**config.mk**
```make
export PLATFORM = sky130hd
export DESIGN_NAME = seq_detector_param_flat
export DESIGN_NICKNAME = d
export VERILOG_FILES = /design/src/rtl/seq_detector_param_pkg.sv /design/src/rtl/seq_detector_param_if.sv /design/src/rtl/seq_detector_param_window.sv /design/src/rtl/seq_detector_param.sv /design/src/flat_wrapper.sv
export SDC_FILE = /design/constraint.sdc
export NUM_CORES = 1
export LEC_CHECK = 0
export CAP_MARGIN = 20
export CORE_UTILIZATION = 44
export CTS_CLUSTER_SIZE = 8
export DETAILED_ROUTE_END_ITERATION = 16
export PLACE_DENSITY = 0.73
export SKIP_CTS_REPAIR_TIMING = 1
export SYNTH_ARGS = -nofsm -noshare
export SYNTH_HDL_FRONTEND = slang
export SYNTH_SLANG_ARGS = --single-unit
```
**constraint.sdc**
```tcl
create_clock -name clk -period 1.7 [get_ports clk]
set_input_delay 0.34 -clock clk [delete_from_list [all_inputs] [get_ports clk]]
set_output_delay 0.34 -clock clk [all_outputs]
set_load 0.01 [all_outputs]
```
**src/rtl/seq_detector_param_pkg.sv**
```systemverilog
// Shared defaults and helpers for the parametrised serial pattern detector.
package seq_det_pkg;

    localparam int PAT_W_DEF = 4;
    localparam int CNT_W_DEF = 8;

    // Width of the fill counter: it must hold every value 0..pat_w inclusive.
    function automatic int fill_w(input int pat_w);
        return $clog2(pat_w) + 1;
    endfunction

endpackage

```
**src/rtl/seq_detector_param_if.sv**
```systemverilog
// Bit-stream side of the detector: qualified serial input, pattern load and
// match outputs. There is no back-pressure. A bit is consumed on any rising
// edge where in_valid is high and load is low. A load edge takes priority and
// discards that cycle's bit.
interface seq_det_if #(
    parameter int PAT_W = 4,
    parameter int CNT_W = 8
) ();

    logic             in;
    logic             in_valid;
    logic             load;
    logic [PAT_W-1:0] pattern;
    logic             overlap;
    logic             out;
    logic [CNT_W-1:0] match_count;

    // Stream source / controller side
    modport master (
        output in, in_valid, load, pattern, overlap,
        input  out, match_count
    );

    // Detector side
    modport slave (
        input  in, in_valid, load, pattern, overlap,
        output out, match_count
    );

endinterface

```
**src/rtl/seq_detector_param_window.sv**
```systemverilog
// Shift window plus fill counter. Raises hit combinationally when the bit being
// consumed completes a full window equal to the latched pattern. The fill
// counter replaces the prefix-depth states of the old hand-coded Moore FSM.
module seq_det_window
    import seq_det_pkg::*;
#(
    parameter int PAT_W = PAT_W_DEF
) (
    input  logic             clk_i,
    input  logic             rst_ni,     // synchronous, active-low
    input  logic             clear_i,    // restart detection (pattern load)
    input  logic             valid_i,
    input  logic             bit_i,
    input  logic             overlap_i,
    input  logic [PAT_W-1:0] pat_i,
    output logic             hit_o
);

    localparam int             FW   = fill_w(PAT_W);
    localparam logic [FW-1:0]  FULL = FW'(PAT_W);

    logic [PAT_W-1:0] win_q, win_d, win_n;
    logic [FW-1:0]    fill_q, fill_d, fill_n;

    // Candidate window/fill for a consumed bit, the hit compare and next state.
    always_comb begin
        win_n  = {win_q[PAT_W-2:0], bit_i};
        fill_n = (fill_q == FULL) ? FULL : fill_q + 1'b1;
        hit_o  = valid_i && !clear_i && (fill_n == FULL) && (win_n == pat_i);
        win_d  = win_q;
        fill_d = fill_q;
        if (clear_i) begin
            win_d  = '0;
            fill_d = '0;
        end else if (valid_i) begin
            win_d = win_n;
            // Non-overlapping mode: the window contents remain, but a full
            // refill is needed before the next compare can succeed.
            fill_d = (hit_o && !overlap_i) ? '0 : fill_n;
        end
    end

    // Window and fill registers.
    always_ff @(posedge clk_i) begin
        if (!rst_ni) begin
            win_q  <= '0;
            fill_q <= '0;
        end else begin
            win_q  <= win_d;
            fill_q <= fill_d;
        end
    end

endmodule

```
**src/rtl/seq_detector_param.sv**
```systemverilog
// Parametrised serial bit-pattern detector. It holds the run-time pattern
// latch, the registered single-cycle match pulse and the saturating match
// counter. The window and compare logic sit in seq_det_window. The PAT_W and
// CNT_W parameters must match those of the connected interface instance.
module seq_detector_param
    import seq_det_pkg::*;
#(
    parameter int PAT_W = PAT_W_DEF,
    parameter int CNT_W = CNT_W_DEF
) (
    input  logic       clk,
    input  logic       reset,      // synchronous, active-low
    seq_det_if.slave   bus
);

    logic [PAT_W-1:0] pat_q, pat_d;
    logic             out_q, out_d;
    logic [CNT_W-1:0] cnt_q, cnt_d;
    logic             hit;

    seq_det_window #(.PAT_W(PAT_W)) u_window (
        .clk_i     (clk),
        .rst_ni    (reset),
        .clear_i   (bus.load),
        .valid_i   (bus.in_valid),
        .bit_i     (bus.in),
        .overlap_i (bus.overlap),
        .pat_i     (pat_q),
        .hit_o     (hit)
    );

    // Pattern latch, pulse and saturating count next state. Load wins over data.
    always_comb begin
        pat_d = pat_q;
        out_d = 1'b0;
        cnt_d = cnt_q;
        if (bus.load) begin
            pat_d = bus.pattern;
            cnt_d = '0;
        end else if (hit) begin
            out_d = 1'b1;
            if (cnt_q != '1) begin
                cnt_d = cnt_q + 1'b1;
            end
        end
    end

    // Output and pattern registers. The pulse is never combinational from in.
    always_ff @(posedge clk) begin
        if (!reset) begin
            pat_q <= '0;
            out_q <= 1'b0;
            cnt_q <= '0;
        end else begin
            pat_q <= pat_d;
            out_q <= out_d;
            cnt_q <= cnt_d;
        end
    end

    assign bus.out         = out_q;
    assign bus.match_count = cnt_q;

endmodule

```
**src/flat_wrapper.sv**
```systemverilog
// flat-port wrapper written by rule: the top's interface ports become plain ports
module seq_detector_param_flat import seq_det_pkg::*;
#(
    parameter int PAT_W = PAT_W_DEF,
    parameter int CNT_W = CNT_W_DEF
)
  (clk, reset, bus_in, bus_in_valid, bus_load, bus_pattern, bus_overlap, bus_out, bus_match_count);
  seq_det_if #(.PAT_W(PAT_W), .CNT_W(CNT_W)) bus_i ();
  input  logic clk;
  input  logic reset;
  input wire logic [$bits(bus_i.in)-1:0] bus_in;
  input wire logic [$bits(bus_i.in_valid)-1:0] bus_in_valid;
  input wire logic [$bits(bus_i.load)-1:0] bus_load;
  input wire logic [$bits(bus_i.pattern)-1:0] bus_pattern;
  input wire logic [$bits(bus_i.overlap)-1:0] bus_overlap;
  output wire logic [$bits(bus_i.out)-1:0] bus_out;
  output wire logic [$bits(bus_i.match_count)-1:0] bus_match_count;
  assign bus_i.in = bus_in;
  assign bus_i.in_valid = bus_in_valid;
  assign bus_i.load = bus_load;
  assign bus_i.pattern = bus_pattern;
  assign bus_i.overlap = bus_overlap;
  assign bus_out = bus_i.out;
  assign bus_match_count = bus_i.match_count;
  seq_detector_param #(.PAT_W(PAT_W), .CNT_W(CNT_W)) u_core (.clk(clk), .reset(reset), .bus(bus_i));
endmodule
```
# ---- After elaboration in Yosys (flattened, before gate mapping)
# Index checks and enable logic that the tools add are counted.
dict set report word_totals {
  inputBits 10
  mem_bits_rw 0
  latch_bits 0
  ff_bits 19
  output_inout_bits 9
  wordCells 23
  n_memories 0
  mem_bits_ro 0
}
dict set report op_classes {
  div 0
  bitwise 1
  order_cmp 0
  reduce_logical 8
  addsub 2
  n_mul 0
  mux 3
  shift 0
  eq_ne 4
}
# op n
set op_table {}
lappend op_table {{8-bit by 1-bit adder with 8-bit output, second input constant} 1}
lappend op_table {{8-bit inequality test, second input constant} 1}
lappend op_table {{3-bit == test, second input constant} 2}
lappend op_table {{3-bit two-way mux} 2}
lappend op_table {{4-bit == test} 1}
lappend op_table {{1-bit logical AND} 4}
lappend op_table {{3-bit by 1-bit adder with 3-bit output, second input constant} 1}
lappend op_table {{1-bit logical NOT} 2}
lappend op_table {{2-bit AND reduction} 1}
lappend op_table {{2-bit OR reduction} 1}
lappend op_table {{1-bit two-way mux} 1}
lappend op_table {{1-bit inverter} 1}

# ---- Logic depth before layout (Yosys ltp)
dict set report logic_depth {
  depth_word 7
  mapped_depth 8
  ltp_nobuf 7
}

# ---- Cells and area by module
# From an unflattened synthesis, not the netlist that was laid out.
dict set report unflattened {
  hier_cells 98
  area_unflattened_um2 945.9
}
# module seq_area_each_um2 area_each_um2 cells_each instances
set by_module_without_submodules {}
lappend by_module_without_submodules {seq_detector_param 260.2 584.3 59 1}
lappend by_module_without_submodules {seq_det_window 120.1 361.6 39 1}

# ---- Worst setup path before layout
# No wires, ideal clock.
dict set report synth_path {
  path_type {flip-flop to flip-flop}
  startpoint {register u_core.u_window.fill_q[0]}
  endpoint {register u_core.cnt_q[3], in the netlist u_core.bus.match_count[3]}
  required_time_ns 1.629
  setup_ns 0.071
  path_slack_ns 0.005
  path_stages_with_launch 7
  arrival_ns 1.625
  period_less_slack_ns 1.695
  path_buffers 0
  cell_sequence {dfxtp_1 inv_1 ha_1 o21ai_0 nand3_2 or4_1 a21oi_1}
}
dict set report synth_between {
  elab_chain_len 6
  word_cells_on_any_way 7
  cone_classes {add/sub: 1; eq/ne: 2; mux: 1; reduce/logical: 3}
}
# element line_no
set synth_lines {}
lappend synth_lines {{from (decl)} seq_detector_param_window.sv:23} ;# logic [FW-1:0] fill_q, fill_d, fill_n;
lappend synth_lines {{from (signal assigned)} seq_detector_param_window.sv:50} ;# fill_q <= fill_d;
lappend synth_lines {{3-bit by 1-bit adder with 3-bit output / 3-bit == test (equally long branches)} seq_detector_param_window.sv:28} ;# fill_n = (fill_q == FULL) ? FULL : fill_q + 1'b1;
lappend synth_lines {{3-bit two-way mux (*)} seq_detector_param_window.sv:28}
lappend synth_lines {{3-bit == test (*)} seq_detector_param_window.sv:29} ;# hit_o = valid_i && !clear_i && (fill_n == FULL) && (win_n == pat_i);
lappend synth_lines {{1-bit logical AND (*) (2 in series)} seq_detector_param_window.sv:29}
lappend synth_lines {{2-bit AND reduction (no line) (*)} n/a}
lappend synth_lines {{to (signal assigned)} seq_detector_param.sv:57} ;# cnt_q <= cnt_d;
lappend synth_lines {{to (decl)} seq_detector_param.sv:18} ;# logic [CNT_W-1:0] cnt_q, cnt_d;
# Mark *: on every way between the ends. The rest lies on a longest branch, timed or not.
# A chain may end at the register's enable or synchronous reset.

# ---- Worst setup path after layout
dict set report layout_path {
  startpoint {register u_core.pat_q[0]}
  endpoint {register u_core.cnt_q[7], in the netlist u_core.bus.match_count[7]}
}
dict set report layout_between {
  elab_chain_len 3
}
# element line_no
set layout_lines {}
lappend layout_lines {{from (decl)} seq_detector_param.sv:16} ;# logic [PAT_W-1:0] pat_q, pat_d;
lappend layout_lines {{from (signal assigned)} seq_detector_param.sv:55} ;# pat_q <= pat_d;
lappend layout_lines {{4-bit == test} seq_detector_param_window.sv:29}
lappend layout_lines {{1-bit logical AND} seq_detector_param_window.sv:29}
lappend layout_lines {{2-bit AND reduction (no line)} n/a}
# No other way between the ends.

==> flow_summary_export.csv <==
group,metric,value,unit
hold_path,hp-class,"in2reg",
drt,vias,916,
timing,setup_viol,8,
cells_and_area,fin_util,0.712,
placed_design,portBuffers,18,
cells_and_area,multi_input_area,614,µm²
timing,hold_violations,0,
synth,synth_warnings,0,
clocking,cts_tree,"yes",
synth,synth_seq_cells,19,
worst_setup_path,worstPathArrival,2.00,ns
drt,detail_route.first_pass.iterations,4,
clocking,cts_root_buf,"clkbuf_4",
clocking,clk_latency,0.30,ns
placed_design,dp_hpwl,1440,µm
global_route,grt_antenna_before_repair,0,
clocking,cts.sinks,19,
die,die_y,48.0,µm
worst_setup_path,worst_setup_path_start_kind,"register",
cells_and_area,nets,156,
synth,synth-main-ff-cell,"dfxtp_1",
clocking,htree_levels,1,
die,pin_count,19,
synth,synth.top_cells.by_count,"dfxtp_1, a21oi_1, mux2i_1, nand2_1, nand3_1",
worst_setup_path,end_kind,"register",
power,ir_drop,0.548,mV
power,leakagePower,0.000527,µW
placed_design,dp.cells,158,
synth,yosysSeqAreaShare,0.409,
drt,drt_iter0_drc,15,
cells_and_area,syn2layout_area_growth,51.8,%
hold_path,whs_path_depth,3,
synth,synth_top_area_cell,"dfxtp_1",
synth,yosysTopAreaCellShare,0.409,
timing,fin_crit,1.77,ns
timing,rsz0062_at_grt,"true",
drt,drt_wl_total,2380,µm
global_route,grt_usage,0.195,
drt,route.detailed.wl_per_inst,14.1,µm
die,fp.dieW,48.0,µm
synth,syn_avg_cell_area,9.03,µm²
clocking,clkTransAtPathRegs,0.11,ns
timing,max_freq,566,MHz
synth,async_flop_share,0,
timing,tightestPinTransition,0.412,ns
timing,max_slew_margin,0.723,
worst_setup_path,path_class,"reg2reg",
timing,maxSlewViolCount,0,
worst_setup_path,r2r_cells,6,
synth,synthesis.nets,116,
placed_design,place.gp.congestion,0.818,
synth,post-synth-top-count-cell,"dfxtp_1",
synth,syn_inst,103,
die,die_area,2300,µm²
timing,fin_ws,-0.0656,ns
cells_and_area,postLayoutCellArea,1410,µm²
synth,ys_types,29,
drt,ant_nets,0,
clocking,cts_inserted_buffers,3,
cells_and_area,drive_gt1_frac,0.324,
clocking,clockBufferDepth,2,
die,start_util,0.469,
outcome,violations,"setup timing",
outcome,outcome,"complete, but fails checks",
global_route,grt_pass1_wl,3100,µm
power,powerDensity,561,nW/µm²
synth,synth_enable_flop_cells,0,
drt,remaining_drc_errors,0,
timing,timing.final.crit_share,1.04,
placed_design,place_area,1230,µm²
cells_and_area,layout.cells.non_filler,169,
synth,synth_area,930,µm²
worst_setup_path,cp_max_fo,7,
worst_setup_path,required,1.94,ns
cells_and_area,seq_area,388,µm²
global_route,grt_overflow,0,
cells_and_area,fill_cells,148,
synth,synth_area_leaders,"dfxtp_1, mux2i_1, a21oi_1, ha_1, o31ai_1",
run,cap_viol_max_count,0,
die,rows,16,
die,core_area,1980,µm²
drt,via_per_inst,5.42,
cells_and_area,diodes,0,
global_route,grt_max_degree,15,
timing,clock_skew,0.00490,ns
global_route,grt_pass1_vias,774,
logic make-up after synthesis:
| family | after synthesis | share of synthesized area |
|---|---|---|
| AO/OA/AOI/OAI | 20 | 0.135 |
| buffers and inverters | 8 | 0.0390 |
| AND/OR/NAND/NOR | 41 | 0.253 |
| multiplexers | 8 | 0.0861 |
| XOR/XNOR | 4 | 0.0377 |
| flip-flops | 19 | 0.409 |
| adder cells (fa/ha/maj) | 3 | 0.0404 |
worst max-delay path, stage by stage, from the launching register on:
cell and delay, ns:
dfxtp_2 0.35, xor2_1 0.16, nor4_2 0.27, buf_4 0.17
nand3_4 0.12, or4_4 0.52, a21oi_2 0.13
layout make-up:
class / count / area share
multi-input cells: 78 / 0.435
clock buffers: 3 / 0.0160
clock inverters: 1 / 0.00355
inverters: 3 / 0.00798
well taps: 27 / 0.0239
flip-flops and latches: 19 / 0.275
repair buffers: 38 / 0.238
final timing paths:
kind | startpoint | endpoint | slack, ns
min | bus_in | u_core.u_window.win_q[0] | 0.36
max reg2reg | u_core.pat_q[0] | u_core.bus.match_count[7] | -0.07
max | u_core.pat_q[0] | u_core.bus.match_count[7] | -0.07
min reg2reg | u_core.bus.match_count[5] | u_core.bus.match_count[5] | 0.51
sequential cells by signal (all words and copies together) (netlist names):
name	flops
u_core.bus.match_count	8
u_core.bus.out	1
u_core.pat_q	4
u_core.u_window.fill_q	3
u_core.u_window.win_q	3
per-stage QoR:
step | total power (µW) | setup slack, ns | hold WS [ns] | setup TNS (ns)
after floorplan | 511 | 0.00500 | 0.462 | 0
after global placement | 550 | -0.505 | 0.463 | -3.79
after detailed placement | 552 | -0.578 | 0.496 | -4.10
after CTS | 775 | -0.276 | 0.510 | -1.49
after global routing | 838 | -0.152 | 0.384 | -1.19
final | 792 | -0.0656 | 0.357 | -0.368
report_power, final:
part,switching (µW),internal (µW)
registers,5.94,454
logic,45.5,58.1
clock network,142,87.6
placed cells by master (no fill, tap or decap), types with 2 or more instances in the layout:
master / count
o211ai_1: 2
inv_1: 3
o21ai_0: 2
a21oi_2: 2
ha_4: 2
or4_1: 3
nand3_1: 6
dfxtp_2: 6
a21oi_1: 6
nor4_2: 2
nand2_1: 7
nand2b_1: 5
nor2_1: 4
dfxtp_1: 13
or4_4: 2
o31ai_1: 5
mux2i_1: 8
clkbuf_4: 3
nor2b_1: 5
clkdlybuf4s50_1: 17
xor2_1: 3
buf_4: 19
metal layers:
metal,wire length (µm),share of wire,GRT usage,vias to the layer above
li1,-,-,-,447
met1,942,0.40,0.233,435
met2,1280,0.54,0.327,26
met3,90,0.038,0.0453,8
met4,61,0.026,0.0944,0
met5,0,0,0,-
No activity file was read; power rests on OpenSTA's default activity.
